**config.mk**
```make
export PLATFORM = sky130hd
export DESIGN_NAME = reorder_commit_buffer
export DESIGN_NICKNAME = d
export VERILOG_FILES = /design/src/rtl/reorder_commit_buffer.sv
export SDC_FILE = /design/constraint.sdc
export NUM_CORES = 1
export LEC_CHECK = 0
export CAP_MARGIN = 25
export CELL_PAD_IN_SITES_DETAIL_PLACEMENT = 0
export CELL_PAD_IN_SITES_GLOBAL_PLACEMENT = 1
export CORE_ASPECT_RATIO = 1.1
export CORE_UTILIZATION = 48
export DETAILED_ROUTE_END_ITERATION = 7
export PLACE_DENSITY_LB_ADDON = 0.12
export SYNTH_ARGS = -nofsm -noshare
export SYNTH_HDL_FRONTEND = slang
export SYNTH_SLANG_ARGS = --single-unit
```
**constraint.sdc**
```tcl
create_clock -name clk -period 3.5 [get_ports clk]
set_clock_uncertainty 0.05 [all_clocks]
set_input_delay 1.05 -clock clk [delete_from_list [all_inputs] [get_ports clk]]
set_output_delay 1.05 -clock clk [all_outputs]
set_load 0.02 [all_outputs]
```
**src/rtl/reorder_commit_buffer.sv**
```systemverilog
// In-order retirement buffer: rename allocates at the tail, execute marks entries done
// in any order, and one done entry per cycle retires from the head toward rename.
module reorder_commit_buffer #(
    parameter int ROB_ID_WIDTH           = 4,
    parameter int ARCH_REG_NUM_WIDTH     = 5,
    parameter int PHYSICAL_REG_NUM_WIDTH = 6
) (
    input  logic                              clk,
    input  logic                              reset,
    input  logic                              alloc_valid,
    output logic                              alloc_ready,
    input  logic                              alloc_has_write,
    input  logic [ARCH_REG_NUM_WIDTH-1:0]     alloc_arch_rd,
    input  logic [PHYSICAL_REG_NUM_WIDTH-1:0] alloc_new_phy,
    input  logic [PHYSICAL_REG_NUM_WIDTH-1:0] alloc_old_phy,
    output logic [ROB_ID_WIDTH-1:0]           alloc_rob_id,
    input  logic                              complete_valid,
    input  logic [ROB_ID_WIDTH-1:0]           complete_rob_id,
    output logic                              commit_valid,
    output logic                              commit_with_write,
    output logic [PHYSICAL_REG_NUM_WIDTH-1:0] commited_wr_register,
    output logic [ARCH_REG_NUM_WIDTH-1:0]     commit_arch_rd,
    output logic [PHYSICAL_REG_NUM_WIDTH-1:0] commit_new_phy,
    output logic [ROB_ID_WIDTH-1:0]           commit_rob_id,
    output logic [ROB_ID_WIDTH:0]             rob_count,
    output logic                              rob_empty,
    output logic                              rob_full
);

    localparam int DEPTH = 1 << ROB_ID_WIDTH;

    logic [ROB_ID_WIDTH-1:0] head_reg;
    logic [ROB_ID_WIDTH-1:0] tail_reg;
    logic [ROB_ID_WIDTH:0]   count_reg;
    logic [DEPTH-1:0]        valid_reg;
    logic [DEPTH-1:0]        done_reg;

    // Payload storage carries no reset: valid_reg alone decides whether a slot is live.
    logic                              has_write_mem [DEPTH];
    logic [ARCH_REG_NUM_WIDTH-1:0]     arch_rd_mem   [DEPTH];
    logic [PHYSICAL_REG_NUM_WIDTH-1:0] new_phy_mem   [DEPTH];
    logic [PHYSICAL_REG_NUM_WIDTH-1:0] old_phy_mem   [DEPTH];

    logic alloc_fire;
    logic retire_fire;

    assign rob_full     = (count_reg == (ROB_ID_WIDTH+1)'(DEPTH));
    assign rob_empty    = (count_reg == '0);
    assign rob_count    = count_reg;
    assign alloc_ready  = !rob_full;
    assign alloc_rob_id = tail_reg;
    assign alloc_fire   = alloc_valid && alloc_ready;
    assign retire_fire  = valid_reg[head_reg] && done_reg[head_reg];

    always_ff @(posedge clk) begin
        if (alloc_fire) begin
            has_write_mem[tail_reg] <= alloc_has_write;
            arch_rd_mem[tail_reg]   <= alloc_arch_rd;
            new_phy_mem[tail_reg]   <= alloc_new_phy;
            old_phy_mem[tail_reg]   <= alloc_old_phy;
        end
    end

    // A completion only lands on a slot that is already valid in registered state,
    // so a same-cycle complete to the slot being allocated is dropped.
    generate
        for (genvar gi = 0; gi < DEPTH; gi++) begin : g_entry
            always_ff @(posedge clk or posedge reset) begin
                if (reset) begin
                    valid_reg[gi] <= 1'b0;
                    done_reg[gi]  <= 1'b0;
                end else if (alloc_fire && tail_reg == ROB_ID_WIDTH'(gi)) begin
                    valid_reg[gi] <= 1'b1;
                    done_reg[gi]  <= 1'b0;
                end else if (retire_fire && head_reg == ROB_ID_WIDTH'(gi)) begin
                    valid_reg[gi] <= 1'b0;
                    done_reg[gi]  <= 1'b0;
                end else if (complete_valid && complete_rob_id == ROB_ID_WIDTH'(gi)
                             && valid_reg[gi]) begin
                    done_reg[gi] <= 1'b1;
                end
            end
        end
    endgenerate

    always_ff @(posedge clk or posedge reset) begin
        if (reset) begin
            head_reg  <= '0;
            tail_reg  <= '0;
            count_reg <= '0;
        end else begin
            if (alloc_fire) begin
                tail_reg <= tail_reg + 1'b1;
            end
            if (retire_fire) begin
                head_reg <= head_reg + 1'b1;
            end
            case ({alloc_fire, retire_fire})
                2'b10:   count_reg <= count_reg + 1'b1;
                2'b01:   count_reg <= count_reg - 1'b1;
                default: count_reg <= count_reg;
            endcase
        end
    end

    // Commit data is zero whenever no retire happened; register fields are zero
    // for entries without a destination write.
    always_ff @(posedge clk or posedge reset) begin
        if (reset) begin
            commit_valid         <= 1'b0;
            commit_with_write    <= 1'b0;
            commited_wr_register <= '0;
            commit_arch_rd       <= '0;
            commit_new_phy       <= '0;
            commit_rob_id        <= '0;
        end else if (retire_fire) begin
            commit_valid         <= 1'b1;
            commit_with_write    <= has_write_mem[head_reg];
            commited_wr_register <= has_write_mem[head_reg] ? old_phy_mem[head_reg] : '0;
            commit_arch_rd       <= arch_rd_mem[head_reg];
            commit_new_phy       <= has_write_mem[head_reg] ? new_phy_mem[head_reg] : '0;
            commit_rob_id        <= head_reg;
        end else begin
            commit_valid         <= 1'b0;
            commit_with_write    <= 1'b0;
            commited_wr_register <= '0;
            commit_arch_rd       <= '0;
            commit_new_phy       <= '0;
            commit_rob_id        <= '0;
        end
    end

endmodule

```
==> results.py <==
metrics = {
    "worst_setup_path": {
        "cp_num_buf_inv": 1,
        "cp-start-kind": "flop",
        "r2r_cells": 13,
        "ff2ff_setup_slack_ps": 240,
        "cp_top_family": "buffers and inverters",
        "critPathCaptureType": "output pin",
        "worstSetupEndpoint": "rob_empty",
        "arrival_ps": 2220,
        "r2r_end": "rob_count[4]",
        "reg2reg_from": "head_reg[0]",
        "crit_cells": 3,
        "worstPathRequired_ps": 2400,
        "cp_slowest_cell": "clkdlybuf4s50_1",
        "worstPathMaxFanout": 9,
        "crit_chain": "nor4_1 > nor2b_1 > clkdlybuf4s50_1",
        "cp_slowest_stage_delay_ps": 630,
        "criticalPathCategory": "flop to output pin",
        "startpoint": "rob_count[2]",
    },
    "yosys": {
        "ys_seq_elements": 356,
        "synthCells": 704,
        "synthArstFlopShare_pct": 19.1,
        "synth.distinct_cells": 45,
        "ys_top_cells_by_area": "edfxtp_1 (62%), mux4_2 (14%), dfrtp_1 (12%)",
        "yosysWarnings": 0,
        "ys_seq_area_share_pct": 73.6,
        "yosysTopAreaCell": "edfxtp_1",
        "synth.avg_cell_area_sq_um": 20.0,
        "syn_nets": 741,
        "synth_ff_type": "edfxtp_1",
        "synth_area_sq_um": 14100,
        "yosysTopAreaCellShare_pct": 61.5,
        "synth_edf_count": 288,
    },
    "timing": {
        "tightest_slew_ps": 774,
        "rsz0062_at_grt": "false",
        "hold_viol": 0,
        "period_minus_slack_ps": 3320,
        "hold_ws_ps": 457,
        "fin_setup_tns_ps": 0,
        "min_period_over_period_pct": 94.8,
        "max_freq_mhz": 302,
        "drv_slew": 0,
        "slew_headroom_pct": 48.4,
        "setup_viol": 0,
    },
    "floorplanning": {
        "start_util_pct": 49.0,
        "core_sq_um": 28700,
        "dieArea_sq_um": 30000,
        "die_h_microns": 182,
        "boundaryPins": 61,
        "num_rows": 65,
        "fp.dieW_microns": 165,
    },
    "clocking": {
        "clkTransAtPathRegs_ps": 60,
        "h-tree-depth": 2,
        "cts_buffer_depth": 3,
        "cts_setup_buffers": 0,
        "clock_latency_ps": 520,
        "cts_root_buffer": "clkbuf_16",
        "hold_buffers": 0,
        "numClockSinks": 356,
        "cts_tree": "built",
        "cts_buffers": 37,
    },
    "detailed_routing": {
        "wl_microns": 30200,
        "vias_per_cell": 5.78,
        "drt-initial-drc-count": 435,
        "avgRoutedWirePerCell_microns": 24.9,
        "first_pass_iters": 5,
        "route.detailed.drc": 0,
        "vias": 7007,
        "antenna_left": 0,
    },
    "cells_and_area": {
        "area_growth_pct": 18.4,
        "fin_cells": 1212,
        "final_cell_mix": "edfxtp_1 (288), mux4_2 (87), dfrtp_1 (65), clkdlybuf4s50_1 (60), buf_4 (40)",
        "final_common_cell": "edfxtp_1",
        "top_regs": "new_phy_mem: 96 flops, old_phy_mem: 96 flops, arch_rd_mem: 80 flops",
        "nets": 852,
        "antenna_cells": 0,
        "drive_gt1_share_pct": 25.7,
    },
    "run": {
        "maxCapViolations": 0,
    },
    "power_and_ir_drop": {
        "peakVddDrop_mv": 0.505,
        "totalPowerFinal_uw": 13900,
        "leakage_uw": 0.00579,
        "power.density_nw_per_um2": 832,
    },
    "global_route": {
        "grt_max_degree": 51,
        "grt_pass1_vias": 7562,
        "grt_overflow": 0,
        "grt_pass1_wl_microns": 46700,
        "grtUsageTotal_pct": 21.6,
        "antenna_found_initial": 1,
    },
    "placement": {
        "place_congestion": 0.846,
        "io_buffers": 60,
        "dp.cells": 1143,
        "hpwl_microns": 18100,
    },
    "outcome": {
        "outcome": "completed",
    },
    "hold_path": {
        "hold_class": "flop to flop",
    },
}
power by group:
| group | internal [uW] | total [uW] | switching [uW] |
|---|---|---|---|
| sequential | 5280 | 5670 | 398 |
| combinational | 2100 | 4280 | 2180 |
| clock | 2330 | 3900 | 1560 |
timing repair:
action,in CTS,in global routing
endpoints found under the hold margin,0,0
resized for setup,0,1
endpoints found under the setup margin,0,1
worst min path at each step:
stage | startpoint | to | slack (ps) | depth (start not counted)
detailed placement | valid_reg[9] | valid_reg[9] | 440 | 1
CTS | valid_reg[3] | valid_reg[3] | 460 | 1
floorplan | valid_reg[6] | valid_reg[6] | 420 | 1
global route | valid_reg[13] | valid_reg[13] | 480 | 1
finish | valid_reg[13] | valid_reg[13] | 460 | 1
global placement | valid_reg[10] | valid_reg[10] | 440 | 1
Yosys cell counts (6+ instances only):
library cell / n
edfxtp_1: 288
mux4_2: 87
dfrtp_1: 68
nand2_1: 36
nor2b_1: 28
nor2_1: 20
a21o_1: 19
a31oi_1: 18
nor3b_1: 16
clkbuf_1: 13
ha_1: 11
inv_1: 11
nand3_1: 10
buf_2: 8
xnor2_1: 7
buf_6: 6
mux2i_1: 6
mux4_1: 6
kinds of logic after synthesis:
group | Yosys count | share of synthesized area (%)
adders and majority gates | 11 | 0.979
xor gates and xnor gates | 11 | 0.685
muxes | 100 | 15.6
AOI/OAI and AO/OA | 51 | 2.52
and+or+nand+nor | 130 | 4.89
DFF | 356 | 73.6
buffers and inverters | 45 | 1.76
routing by layer:
metal | global-route usage [%] | part of all wire (%) | up-vias
met3 | 3.27 | 4.0 | 45
met4 | 5.47 | 1.9 | 2
li1 | - | - | 3049
met5 | 0 | 0.036 | -
met1 | 30.2 | 43 | 3744
met2 | 35.5 | 51 | 167
final cells by class:
class,count,area (sq um)
timing repair buffer,105,1010
tap,368,460
inverter,12,46.3
sequential,356,10400
fill,2143,12100
clock inverter,17,140
clock buffer,51,1090
multi-input combinational,303,3540
metrics by stage:
stage / cell area, sq um / setup WS, ps / utilization (%)
floorplan: 14100 / 194 / -
global placement: 15400 / 201 / 53.6
detailed placement: 15400 / 96.7 / 53.6
CTS: 16600 / 162 / 57.9
global route: 16600 / 4.79 / 58.0
finish: 16600 / 184 / 58.0
Note: power is estimated with default switching activity, not from simulation.
